$ cat src/rtl/ordered_dither_pipe.sv
// Ordered (Bayer) dither requantiser, IN_W -> OUT_W bits per channel.
// Two-stage valid/ready pipeline with optional temporal phase rotation.
module ordered_dither_pipe #(
    parameter int IN_W     = 6,
    parameter int OUT_W    = 4,
    parameter int NCH      = 3,
    parameter int MAT_LOG2 = 1
) (
    input  logic                    clk,
    input  logic                    rst_n,
    input  logic [1:0]              mode,
    input  logic                    in_valid,
    output logic                    in_ready,
    input  logic                    in_sof,
    input  logic [MAT_LOG2-1:0]     in_x,
    input  logic [MAT_LOG2-1:0]     in_y,
    input  logic [NCH*IN_W-1:0]     in_pix,
    output logic                    out_valid,
    input  logic                    out_ready,
    output logic [NCH*OUT_W-1:0]    out_pix,
    output logic [2*MAT_LOG2-1:0]   frame_cnt
);

    localparam int FRAC_W = IN_W - OUT_W;
    localparam int N2     = 2 * MAT_LOG2;
    localparam int SH     = FRAC_W - N2;

    logic [N2-1:0]          r_f;
    logic                   r_s1_valid;
    logic [NCH*IN_W-1:0]    r_s1_pix;
    logic [1:0]             r_s1_mode;
    logic [FRAC_W-1:0]      r_s1_t;
    logic                   r_s2_valid;
    logic [NCH*OUT_W-1:0]   r_out_pix;

    logic                   w_adv;
    logic                   w_acc;
    logic [N2-1:0]          w_f_inc;
    logic [N2-1:0]          w_f;
    logic [MAT_LOG2-1:0]    w_xe;
    logic [MAT_LOG2-1:0]    w_ye;
    logic [N2-1:0]          w_idx;
    logic [N2-1:0]          w_m;
    logic [FRAC_W-1:0]      w_t;
    logic [NCH*OUT_W-1:0]   w_out;

    assign w_adv   = out_ready || !r_s2_valid;
    assign w_acc   = in_valid && w_adv;
    assign w_f_inc = r_f + N2'(1);
    // An sof beat already dithers with the advanced phase.
    assign w_f     = in_sof ? w_f_inc : r_f;

    always_comb begin
        w_xe = in_x;
        w_ye = in_y;
        if (mode == 2'b10) begin
            w_xe = in_x ^ w_f[MAT_LOG2-1:0];
            w_ye = in_y ^ w_f[N2-1:MAT_LOG2];
        end
    end

    assign w_idx = {w_ye, w_xe};

    if (MAT_LOG2 == 1) begin : g_m2
        always_comb begin
            w_m = '0;
            case (w_idx)
                2'd0: w_m = 2'd1;
                2'd1: w_m = 2'd3;
                2'd2: w_m = 2'd2;
                2'd3: w_m = 2'd0;
                default: w_m = '0;
            endcase
        end
    end else begin : g_m4
        always_comb begin
            w_m = '0;
            case (w_idx)
                4'd0:  w_m = 4'd0;
                4'd1:  w_m = 4'd8;
                4'd2:  w_m = 4'd2;
                4'd3:  w_m = 4'd10;
                4'd4:  w_m = 4'd12;
                4'd5:  w_m = 4'd4;
                4'd6:  w_m = 4'd14;
                4'd7:  w_m = 4'd6;
                4'd8:  w_m = 4'd3;
                4'd9:  w_m = 4'd11;
                4'd10: w_m = 4'd1;
                4'd11: w_m = 4'd9;
                4'd12: w_m = 4'd15;
                4'd13: w_m = 4'd7;
                4'd14: w_m = 4'd13;
                4'd15: w_m = 4'd5;
                default: w_m = '0;
            endcase
        end
    end

    assign w_t = FRAC_W'(w_m) << SH;

    always_comb begin
        w_out = '0;
        for (int c = 0; c < NCH; c++) begin : g_ch
            logic [OUT_W-1:0]  w_i;
            logic [FRAC_W-1:0] w_fr;
            logic              w_up;
            w_i  = r_s1_pix[c*IN_W+FRAC_W +: OUT_W];
            w_fr = r_s1_pix[c*IN_W +: FRAC_W];
            w_up = 1'b0;
            unique case (r_s1_mode)
                2'b00: w_up = 1'b0;
                2'b01: w_up = w_fr > r_s1_t;
                2'b10: w_up = w_fr > r_s1_t;
                2'b11: w_up = w_fr[FRAC_W-1];
            endcase
            // Saturate instead of wrapping at full scale.
            if (w_up && !(&w_i))
                w_out[c*OUT_W +: OUT_W] = w_i + OUT_W'(1);
            else
                w_out[c*OUT_W +: OUT_W] = w_i;
        end
    end

    always_ff @(posedge clk or negedge rst_n) begin
        if (!rst_n) begin
            r_f        <= '0;
            r_s1_valid <= 1'b0;
            r_s1_pix   <= '0;
            r_s1_mode  <= '0;
            r_s1_t     <= '0;
            r_s2_valid <= 1'b0;
            r_out_pix  <= '0;
        end else begin
            if (w_acc && in_sof)
                r_f <= w_f_inc;
            if (w_adv) begin
                r_s1_valid <= in_valid;
                if (in_valid) begin
                    r_s1_pix  <= in_pix;
                    r_s1_mode <= mode;
                    r_s1_t    <= w_t;
                end
                r_s2_valid <= r_s1_valid;
                if (r_s1_valid)
                    r_out_pix <= w_out;
            end
        end
    end

    assign in_ready  = w_adv;
    assign out_valid = r_s2_valid;
    assign out_pix   = r_out_pix;
    assign frame_cnt = r_f;

endmodule
$ cat config.mk
export PLATFORM = sky130hd
export DESIGN_NAME = ordered_dither_pipe
export DESIGN_NICKNAME = d
export VERILOG_FILES = /design/src/rtl/ordered_dither_pipe.sv
export SDC_FILE = /design/constraint.sdc
export NUM_CORES = 1
export LEC_CHECK = 0
export CAP_MARGIN = 20
export CORE_MARGIN = 2
export CORE_UTILIZATION = 46
export CTS_BUF_LIST = sky130_fd_sc_hd__clkbuf_4 sky130_fd_sc_hd__clkbuf_8 sky130_fd_sc_hd__clkbuf_16
export DETAILED_ROUTE_END_ITERATION = 12
export PLACE_DENSITY = 0.78
export SKIP_CTS_REPAIR_TIMING = 1
export SLEW_MARGIN = 20
export SYNTH_ARGS = -nofsm -noshare
export SYNTH_HDL_FRONTEND = slang
export SYNTH_SLANG_ARGS = --single-unit
export TNS_END_PERCENT = 100
$ cat constraint.sdc
create_clock -name clk -period 1.6 [get_ports clk]
set_input_delay 0.16 -clock clk [delete_from_list [all_inputs] [get_ports clk]]
set_output_delay 0.16 -clock clk [all_outputs]
set_load 0.1 [all_outputs]
; After elaboration in Yosys (flattened, before gate mapping)
; Cells that the tools add are included.
[word_totals]
regBits = 38
inputBits = 27
wordCells = 51
[op_classes]
n_lt_le_gt_ge = 3
n_eq_ne = 7
reduce_logical = 18
muxes = 10
add_sub_neg = 4
n_bitwise = 2
[op_table]
columns = cell, n
row1 = $add A4 B1 Y4 const B, 3
row2 = $mux W4, 3
row3 = $reduce_and A4 Y1, 3
row4 = $eq A2 B2 Y1 const B, 5
row5 = $pmux W1 S3, 3
row6 = $pmux W2 S4, 1
row7 = $gt A2 B2 Y1, 3
row8 = $logic_and A1 B1 Y1, 5
row9 = $eq A2 B1 Y1 const B, 2
row10 = $logic_not A1 Y1, 4
row11 = $logic_not A2 Y1, 2
row12 = $reduce_and A2 Y1, 2
row13 = $add A2 B1 Y2 const B, 1
row14 = $mux W1, 2
row15 = $mux W2, 1
row16 = $reduce_or A2 Y1, 1
row17 = $xor A1 B1 Y1, 2
row18 = $logic_or A1 B1 Y1, 1

; Longest topological paths before layout
[depth]
depth_word = 6
mapped_depth = 7
depth_no_buf = 7

; Least setup slack after synthesis
; No wires, ideal clock.
[synth_path]
path_type = register to register
from = register r_s2_valid, in the netlist out_valid
to = register r_f[1], in the netlist frame_cnt[1]
path_buffers = 2
path_slack_ns = -0.609
t_arrival_ns = 2.050
required_time_ns = 1.441
stages_incl_launch_ff = 7
cell_sequence = dfrtp_1 > nand2b_1 > buf_2 > and2_1 > buf_2 > nand3_1 > xnor2_1
[synth_between]
elab_chain_len = 4
[synth_lines]
columns = item, line
row1 = "start, declared", 33  ; logic r_s2_valid;
row2 = "start signal, assigned", 144  ; r_s2_valid <= r_s1_valid;
row3 = $logic_not A1 Y1, 47  ; assign w_adv = out_ready || !r_s2_valid;
row4 = $logic_or A1 B1 Y1, 47
row5 = net in_ready, 13  ; output logic in_ready,
row6 = $logic_and A1 B1 Y1, 48  ; assign w_acc = in_valid && w_adv;
row7 = $logic_and A1 B1 Y1, 135  ; if (w_acc && in_sof)
row8 = "end signal, assigned", 136  ; r_f <= w_f_inc;
row9 = "end, declared", 28  ; logic [N2-1:0] r_f;
; The timed path passes the listed nets, and every way through them passes these cells.
; A chain may end at the register's enable or synchronous reset.

; Worst setup path after layout
[layout_path]
from = register r_s1_t[1]
to = register r_out_pix[7], in the netlist out_pix[7]
[layout_between]
elab_chain_len = 4
[layout_lines]
columns = item, line
row1 = "start, declared", 32  ; logic [FRAC_W-1:0] r_s1_t;
row2 = "start signal, assigned", 142  ; r_s1_t <= w_t;
row3 = $gt A2 B2 Y1, "113, 114"
row4 = $pmux W1 S3, 111  ; unique case (r_s1_mode)
row5 = $logic_and A1 B1 Y1, 118  ; if (w_up && !(&w_i))
row6 = $mux W4, 118
row7 = "end signal, assigned", 146  ; r_out_pix <= w_out;
row8 = "end, declared", 34  ; logic [NCH*OUT_W-1:0] r_out_pix;
; Every way passes these cells.

==> flow_metrics.tcl <==
set metrics [dict create \
    status "complete, but fails checks" \
    violations "negative setup slack" \
    worst_ep_required_time_ps 1810 \
    portBuffers 42 \
    drive_above_1_share 0.287 \
    maxCapViolations 0 \
    synth_edf_count 0 \
    rsz0062_at_grt "yes" \
    synth.most_common_cell "nand2_1" \
    tightest_slew_ps 471 \
    vias 1935 \
    cts_inserted_buffers 5 \
    crit_path_cell_trace "inv_4 > ha_4 > nor2b_4 > o211ai_1 > buf_4 > a2111o_1 > o211ai_2" \
    ant_nets 0 \
    syn_area_per_cell_sq_um 9.26 \
    grt_overflow 0 \
    p_leak_nw 1.48 \
    peakVddDrop_uv 1280 \
    top_usage_layer "met2" \
    yosysTopAreaCell "dfrtp_1" \
    antenna_cells 0 \
    die_y_um 71.9 \
    setup_slack_ps -140 \
    multi_input_area_sq_um 1200 \
    grt.total_usage 0.221 \
    regArea_sq_um 960 \
    ys_warn_count 0 \
    grt_max_degree 21 \
    clk_pin_slew_ps 80 \
    grtUsageMet2 0.391 \
    ctsLongestPathBuffers 2 \
    grt_first_pass_wirelength_mm 8.87 \
    relSlewSlack 0.686 \
    synth.distinct_cells 27 \
    synth_cells 229 \
    synth_top_area_frac 0.448 \
    grt_pass1_vias 2040 \
    n_fill_cell 307 \
    max_stage_delay_ps 410 \
    routed_wl_mm 5.35 \
    post-route-period-util 1.09 \
    async_flop_share 1.00 \
    synthTopCellsByCount "nand2_1 (83), dfrtp_1 (38), ha_1 (13)" \
    reg2reg_from "r_s1_t[1]" \
    drc_errors 0 \
    cts_sinks 38 \
    rrSetupSlack_ps -140 \
    setup_viol 8 \
    synth_flop_cell "dfrtp_1" \
    syn-num-nets 269 \
    drv_slew 0 \
    syn_to_final_growth_pct 52.8 \
    syn_area_sq_um 2120 \
    post-route-util 0.739 \
    htree_levels 2 \
    ios 43 \
    antenna_found_initial 0 \
    grt_use_met1 0.256 \
    vias_per_cell 5.39 \
    endpoint_kind "flip-flop" \
    path_class "reg -> reg" \
    start_util 0.484 \
    clk_latency_ps 290 \
    first_pass_iters 4 \
    fin_crit_ps 1740 \
    cts_root_buf "clkbuf_8" \
    rr_worst_depth 7 \
    hold_path.class "in -> async" \
    startpoint_type "flip-flop" \
    reg2reg_to "out_pix[7]" \
    post-dp-hpwl_mm 3.83 \
    finalHoldViolations 0 \
    power_mw 5.52 \
    worstPathArrival_ps 1950 \
    use_met3 0.0611 \
    fmax_ghz 0.575 \
    rows 24 \
    path_max_fanout 5 \
    gp_congestion 0.883 \
    cpMaxStageDelayCell "a2111o_1" \
    ys_ff_latch 38 \
    die-area_sq_um 5170 \
    finalClockSkew_ps 6.41 \
    synth_area_leaders "dfrtp_1 (45%), nand2_1 (15%), ha_1 (7.7%)" \
    nets 346 \
    die_w_um 71.9 \
    cts_tree "yes" \
    core_sq_um 4380 \
    powerDensity_nw_per_um2 1700 \
    yosysSeqAreaShare 0.448 \
    drt_iter0_markers 107 \
    wl_per_cell_um 14.9 \
]
==> power by group <==
part           switching [mW]  leakage (nW)  internal (mW)
Combinational            1.94         0.958           1.36
Sequential              0.289         0.466           1.23
Clock                   0.340        0.0517          0.365
==> worst max-delay path: cells and delay by family, from the launching register on <==
family | cells | cell delay (ps)
AOI/OAI and AO/OA | 3 | 610
DFF | 1 | 390
adders and majority gates | 1 | 270
buffers and inverters | 2 | 250
and+or+nand+nor | 1 | 130
==> per-stage QoR <==
stage,worst slack [ps],cells,hold WS [ps],cell area (sq um),setup TNS [ps]
6_report,-140,359,357,3240,-517
5_1_grt,-197,359,405,3240,-1250
2_1_floorplan,-44.9,229,-136,2160,-144
3_5_place_dp,-144,343,147,2970,-1530
4_1_cts,-208,351,-167,3070,-1750
3_3_place_gp,-88.9,343,140,2970,-679
==> worst max-delay path by stage <==
stage	start	end	slack, ps	cells after the start
after floorplan	frame_cnt[0]	r_s1_t[1]	-40	6
after global placement	in_sof	r_s1_t[1]	-90	7
after detailed placement	r_s1_t[1]	out_pix[5]	-140	6
after CTS	r_s1_t[1]	out_pix[7]	-210	6
after global routing	r_s1_t[1]	out_pix[7]	-200	7
final	r_s1_t[1]	out_pix[7]	-140	7
==> flip-flops by register name (all words and copies together), names as in the netlist <==
register    count
frame_cnt       2
out_pix        12
out_valid       1
r_s1_mode       2
r_s1_pix       18
r_s1_t          2
r_s1_valid      1
==> kinds of logic after synthesis <==
logic type | synth area share
buffers and inverters | 0.0419
AND/OR/NAND/NOR | 0.196
AO/OA/AOI/OAI | 0.212
adder cells (fa/ha/maj) | 0.0767
XOR/XNOR | 0.0248
flip-flops | 0.448
==> area by class of cell <==
class,count,area share
clock buffer,7,0.0278
clock inverter,1,0.00154
inverter,11,0.0135
multi-input combinational,172,0.371
sequential,38,0.296
tap,52,0.0201
timing repair buffer,78,0.269
==> routing by layer <==
metal  share of wire  up-vias
met2            0.51       66
met1            0.40      908
li1                -      947
met5               0        -
met3           0.063       14
met4           0.026        0
==> placed cells by master (no fill, tap or decap), drive strengths merged, types with 2 or more instances in the layout <==
cell | synthesis | layout
a2111o | 6 | 6
a21boi | 3 | 3
a21oi | 6 | 6
a31oi | 3 | 3
and2 | 5 | 5
buf | 7 | 52
clkbuf | 1 | 7
clkdlybuf4s50 | 0 | 25
dfrtp | 38 | 38
ha | 13 | 13
inv | 11 | 11
nand2 | 83 | 83
nand2b | 2 | 2
nand4 | 3 | 3
nor2b | 3 | 3
o2111ai | 6 | 6
o211a | 3 | 3
o211ai | 15 | 15
o21ai | 11 | 11
xnor2 | 4 | 4
xor2 | 2 | 2
No activity file was read; power rests on OpenSTA's default activity.
